--- src/rtl/div_sequencer_pkg.sv ---
// Shared definitions for the divide sequencer: state encoding and sizing constants.
package div_sequencer_pkg;

    localparam int DIV_ITERS = 32;
    localparam int CNT_W     = 6;
    localparam int RES_W     = 32;

    typedef enum logic [2:0] {
        IDLE    = 3'd0,
        LOAD    = 3'd1,
        ITER    = 3'd2,
        CAPTURE = 3'd3,
        DONE    = 3'd4
    } div_state_t;

endpackage

--- src/rtl/div_iter_counter.sv ---
// Iteration counter for the divide sequencer: synchronous clear, increment, terminal count.
module div_iter_counter #(
    parameter int ITERS = 32,
    parameter int W     = 6
) (
    input  logic clock,
    input  logic resetn,
    input  logic clear,
    input  logic inc,
    output logic tc
);

    localparam logic [W-1:0] LAST = W'(ITERS - 1);

    logic [W-1:0] cnt;

    // Holds at the terminal count instead of wrapping.
    always_ff @(posedge clock or negedge resetn) begin
        if (!resetn) begin
            cnt <= '0;
        end else if (clear) begin
            cnt <= '0;
        end else if (inc && !tc) begin
            cnt <= cnt + 1'b1;
        end
    end

    assign tc = (cnt == LAST);

endmodule

--- src/rtl/div_sequencer.sv ---
// Sequencer for the iterative divider: latches operands, runs DIV_ITERS iterations, holds the result.
// Optional feature macro: DIV_EARLY_EXC_EN (divide-by-zero completes at the accepting edge).
module div_sequencer
    import div_sequencer_pkg::*;
#(
    parameter int DIV_ITERS = div_sequencer_pkg::DIV_ITERS,
    parameter int CNT_W     = div_sequencer_pkg::CNT_W
) (
    input  logic             clock,
    input  logic             resetn,
    input  logic             ctrl_DIV,
    input  logic [RES_W-1:0] data_operandA,
    input  logic [RES_W-1:0] data_operandB,
    input  logic [RES_W-1:0] div_result,
    output logic [RES_W-1:0] div_opA,
    output logic [RES_W-1:0] div_opB,
    output logic             div_clr,
    output logic             div_counter_zero,
    output logic [RES_W-1:0] data_result,
    output logic             data_exception,
    output logic             data_resultRDY,
    output logic             busy,
    output logic [2:0]       dbg_state
);

    // Handshake: ctrl_DIV is a pulse sampled every edge with no ready back-pressure;
    // data_resultRDY is a one-cycle valid for data_result/data_exception, which stay held afterwards.

    div_state_t state, state_nxt;
    logic       cnt_clear, cnt_inc, cnt_tc;
    logic       early_exc;
    logic       div_by_zero;

`ifdef DIV_EARLY_EXC_EN
    assign early_exc = ctrl_DIV && (data_operandB == '0);
`else
    assign early_exc = 1'b0;
`endif

    assign div_clr     = ctrl_DIV | ~resetn;
    assign div_by_zero = (div_opB == '0);
    assign dbg_state   = state;

    div_iter_counter #(
        .ITERS (DIV_ITERS),
        .W     (CNT_W)
    ) u_cnt (
        .clock  (clock),
        .resetn (resetn),
        .clear  (cnt_clear),
        .inc    (cnt_inc),
        .tc     (cnt_tc)
    );

    always_ff @(posedge clock or negedge resetn) begin
        if (!resetn) begin
            state <= IDLE;
        end else begin
            state <= state_nxt;
        end
    end

    always_comb begin
        state_nxt        = state;
        cnt_clear        = 1'b0;
        cnt_inc          = 1'b0;
        div_counter_zero = 1'b0;
        data_resultRDY   = 1'b0;
        busy             = 1'b0;
        case (state)
            IDLE: ;
            LOAD: begin
                div_counter_zero = 1'b1;
                busy             = 1'b1;
                cnt_clear        = 1'b1;
                state_nxt        = ITER;
            end
            ITER: begin
                busy    = 1'b1;
                cnt_inc = 1'b1;
                if (cnt_tc) state_nxt = CAPTURE;
            end
            CAPTURE: begin
                busy      = 1'b1;
                state_nxt = DONE;
            end
            DONE: begin
                data_resultRDY = 1'b1;
                state_nxt      = IDLE;
            end
            default: state_nxt = IDLE;
        endcase
        // A new request always wins: it aborts whatever is in flight.
        if (ctrl_DIV) begin
            cnt_clear = 1'b1;
            cnt_inc   = 1'b0;
            state_nxt = early_exc ? DONE : LOAD;
        end
    end

    always_ff @(posedge clock or negedge resetn) begin
        if (!resetn) begin
            div_opA <= '0;
            div_opB <= '0;
        end else if (ctrl_DIV) begin
            div_opA <= data_operandA;
            div_opB <= data_operandB;
        end
    end

    always_ff @(posedge clock or negedge resetn) begin
        if (!resetn) begin
            data_result    <= '0;
            data_exception <= 1'b0;
        end else if (early_exc) begin
            data_result    <= '0;
            data_exception <= 1'b1;
        end else if (state == CAPTURE && !ctrl_DIV) begin
            data_result    <= div_by_zero ? '0 : div_result;
            data_exception <= div_by_zero;
        end
    end

endmodule

--- config.mk ---
export PLATFORM = sky130hd
export DESIGN_NAME = div_sequencer
export DESIGN_NICKNAME = d
export VERILOG_FILES = /design/src/rtl/div_sequencer_pkg.sv /design/src/rtl/div_iter_counter.sv /design/src/rtl/div_sequencer.sv
export SDC_FILE = /design/constraint.sdc
export NUM_CORES = 1
export LEC_CHECK = 0
export ABC_AREA = 1
export CAP_MARGIN = 20
export CORE_UTILIZATION = 42
export CTS_CLUSTER_DIAMETER = 200
export CTS_CLUSTER_SIZE = 28
export DETAILED_ROUTE_END_ITERATION = 8
export PLACE_DENSITY = 0.82
export RECOVER_POWER = 25
export SLEW_MARGIN = 25
export SYNTH_ARGS = -nofsm -noshare
export SYNTH_HDL_FRONTEND = slang
export SYNTH_SLANG_ARGS = --single-unit
--- constraint.sdc ---
create_clock -name clock -period 1.5 [get_ports clock]
set_input_delay 0.3 -clock clock [delete_from_list [all_inputs] [get_ports clock]]
set_output_delay 0.3 -clock clock [all_outputs]
set_load 0.005 [all_outputs]
==> flow_summary.json <==
{
  "status": "finished, violations left",
  "violations": "setup timing",
  "vias": 4603,
  "dp_slack_ps": -18.0,
  "worst_ir_drop_vdd_mv": 0.450,
  "cellLeakagePower_nw": 4.17,
  "ant_nets": 0,
  "multiInputGateArea_sq_um": 1840,
  "wl_per_cell_microns": 14.4,
  "clock_path_buffers": 2,
  "via_per_inst": 4.74,
  "fp.dieW_microns": 107,
  "cap_violations": 0,
  "synth_area_sq_um": 4590,
  "yosys.area.top_type": "dfrtp_1",
  "diodes": 0,
  "clock-sinks": 106,
  "synth_edf_count": 0,
  "clock.fmax_ghz": 0.659,
  "ys_warn_count": 0,
  "maxSlewViolCount": 0,
  "firstDrtPassIters": 7,
  "syn_nets": 676,
  "setup_violations": 1,
  "gp_congestion": 0.827,
  "netlist_instances": 576,
  "nets": 931,
  "cp.required_ps": 1200,
  "ys_seq_elements": 106,
  "drt-initial-drc-count": 231,
  "synth_top_area_share_pct": 57.8,
  "rsz0062_at_grt": "true",
  "cts_buffers": 9,
  "clockRootBuffer": "clkbuf_8",
  "drt-total-wl_microns": 14000,
  "avgSynthCellArea_sq_um": 7.97,
  "cp-end-kind": "primary output",
  "worst_slack_ps": -17.7,
  "grt_pass1_vias": 4452,
  "worst_clock_skew_ps": 11.5,
  "synth_cell_types": 22,
  "dpl.hpwl_microns": 8530,
  "worst_pin_slew_ps": 1310,
  "yosys-top-cells-area": "dfrtp_1 (58%), nand2_1 (24%), nor2_1 (4.4%), o21ai_1 (3.3%), inv_1 (3.2%)",
  "clk_pin_slew_worst_paths_ps": 100,
  "htreeDepth": 3,
  "grt_usage_pct": 22.9,
  "seq_area_sq_um": 2650,
  "ys_seq_area_share_pct": 57.8,
  "start_kind": "flop",
  "path_max_fanout": 2,
  "crit_type": "reg -> out",
  "grt_pass1_wl_microns": 20600,
  "die_h_microns": 107,
  "antenna_found_initial": 0,
  "async_flop_share_pct": 100,
  "crit_arrival_ps": 1220,
  "syn2layout_area_growth_pct": 65.9,
  "grt_max_degree": 107,
  "num-fill-cells": 798,
  "slew_headroom_pct": 12.9,
  "portBuffers": 202,
  "p_total_mw": 7.01,
  "dieArea_sq_um": 11300,
  "start_util_pct": 43.9,
  "clk_latency_ps": 360,
  "drc": 0,
  "grt_overflow_total": 0,
  "synth_flop_cell": "dfrtp_1",
  "drive_above_1_share_pct": 18.0,
  "rows": 37,
  "setup-tns-final_ps": -17.7,
  "post-route-util_pct": 72.7,
  "hold_path_class": "in -> reg",
  "ios": 203,
  "tritoncts": "yes",
  "fin_crit_ps": 1520,
  "core_sq_um": 10500,
  "finalHoldViolCount": 0,
  "p_per_area_nw_per_um2": 921,
  "period_share_pct": 101
}
cell usage after synthesis (all sizes together), types with 2 or more instances:
| cell | count |
|---|---|
| nand2 | 289 |
| clkbuf | 3 |
| nor3 | 2 |
| nand3 | 4 |
| nand4 | 4 |
| inv | 44 |
| o21ai | 36 |
| buf | 25 |
| dfrtp | 106 |
| nor2 | 58 |
state kept, by name, indices dropped and copies added (netlist names):
| register | flops |
|---|---|
| data_result | 32 |
| div_opA | 32 |
| div_opB | 32 |
| u_cnt.cnt | 6 |
| dbg_state | 3 |
| data_exception | 1 |
placed cells by master (no fill, tap or decap), drive strengths merged:
cell type / n
xor2: 1
clkdlybuf4s15: 2
clkinv: 1
nand2: 289
o21ai: 36
dfrtp: 106
nand3b: 1
buf: 70
nor2: 58
bufinv: 1
ha: 1
nand3: 4
dlygate4sd2: 98
clkbuf: 18
inv: 44
clkdlybuf4s50: 97
or2: 1
o21a: 1
nor3: 2
nand4: 4
stage by stage:
step | hold WS (ps) | instance area, sq um | std cells
2_1_floorplan | 4.41 | 4590 | 576
3_3_place_gp | 453 | 6770 | 898
3_5_place_dp | 458 | 6770 | 898
4_1_cts | 82.3 | 7200 | 960
5_1_grt | 372 | 7610 | 971
6_report | 334 | 7610 | 971
worst max-delay path: stages, from the launching register on:
cell     delay (ps)
dfrtp_1         400
buf_6           130
inv_4            60
nand3_4          60
o21ai_1          80
buf_2           130
timing repair:
action,4_1_cts,5_1_grt
setup buffers,47,14
hold buffers,0,0
gates cloned,0,6
resized for setup,115,76
pin swaps,1,48
endpoints found under the setup margin,103,43
cell families after synthesis:
| family | after synthesis | share of synthesized area (%) |
|---|---|---|
| AND/OR/NAND/NOR | 359 | 30.7 |
| flip-flops | 106 | 57.8 |
| buffers and inverters | 72 | 6.98 |
| AO/OA/AOI/OAI | 37 | 4.09 |
| XOR/XNOR | 1 | 0.191 |
| adder cells (fa/ha/maj) | 1 | 0.273 |
final cells by class:
cell class	instances	share of cell area (%)
timing repair buffer	272	33.8
inverter	44	2.20
tap	136	2.24
sequential	106	34.9
multi-input combinational	398	24.2
clock buffer	13	2.22
clock inverter	2	0.460
power by group:
group	leakage (nW)	switching, mW	total (mW)	internal, mW
logic	2.75	0.748	1.75	1.00
registers	1.32	0.212	3.44	3.23
clock network	0.106	0.918	1.82	0.900
routing by layer:
layer  vias up  GRT usage (%)  share of wire, %
met5         -              0                 0
met4         0           9.10               2.1
met3        23           4.48               6.9
met2       195           38.8                50
met1      2147           28.8                41
li1       2238              -                 -
path summary, 6_finish.rpt:
| check | endpoint | cells past startpoint | from | slack (ps) |
|---|---|---|---|---|
| min in group asynchronous | div_opA[25] | 2 | resetn | 420 |
| max in group asynchronous | div_opA[24] | 2 | resetn | 260 |
| worst max register to register | u_cnt.cnt[3] | 9 | dbg_state[1] | 20 |
| worst min-delay path | div_opA[17] | 4 | ctrl_DIV | 330 |
| worst max-delay path | busy | 5 | dbg_state[2] | -20 |
| worst min register to register | div_opA[24] | 2 | div_opA[24] | 470 |
No activity file was read; power rests on OpenSTA's default activity.
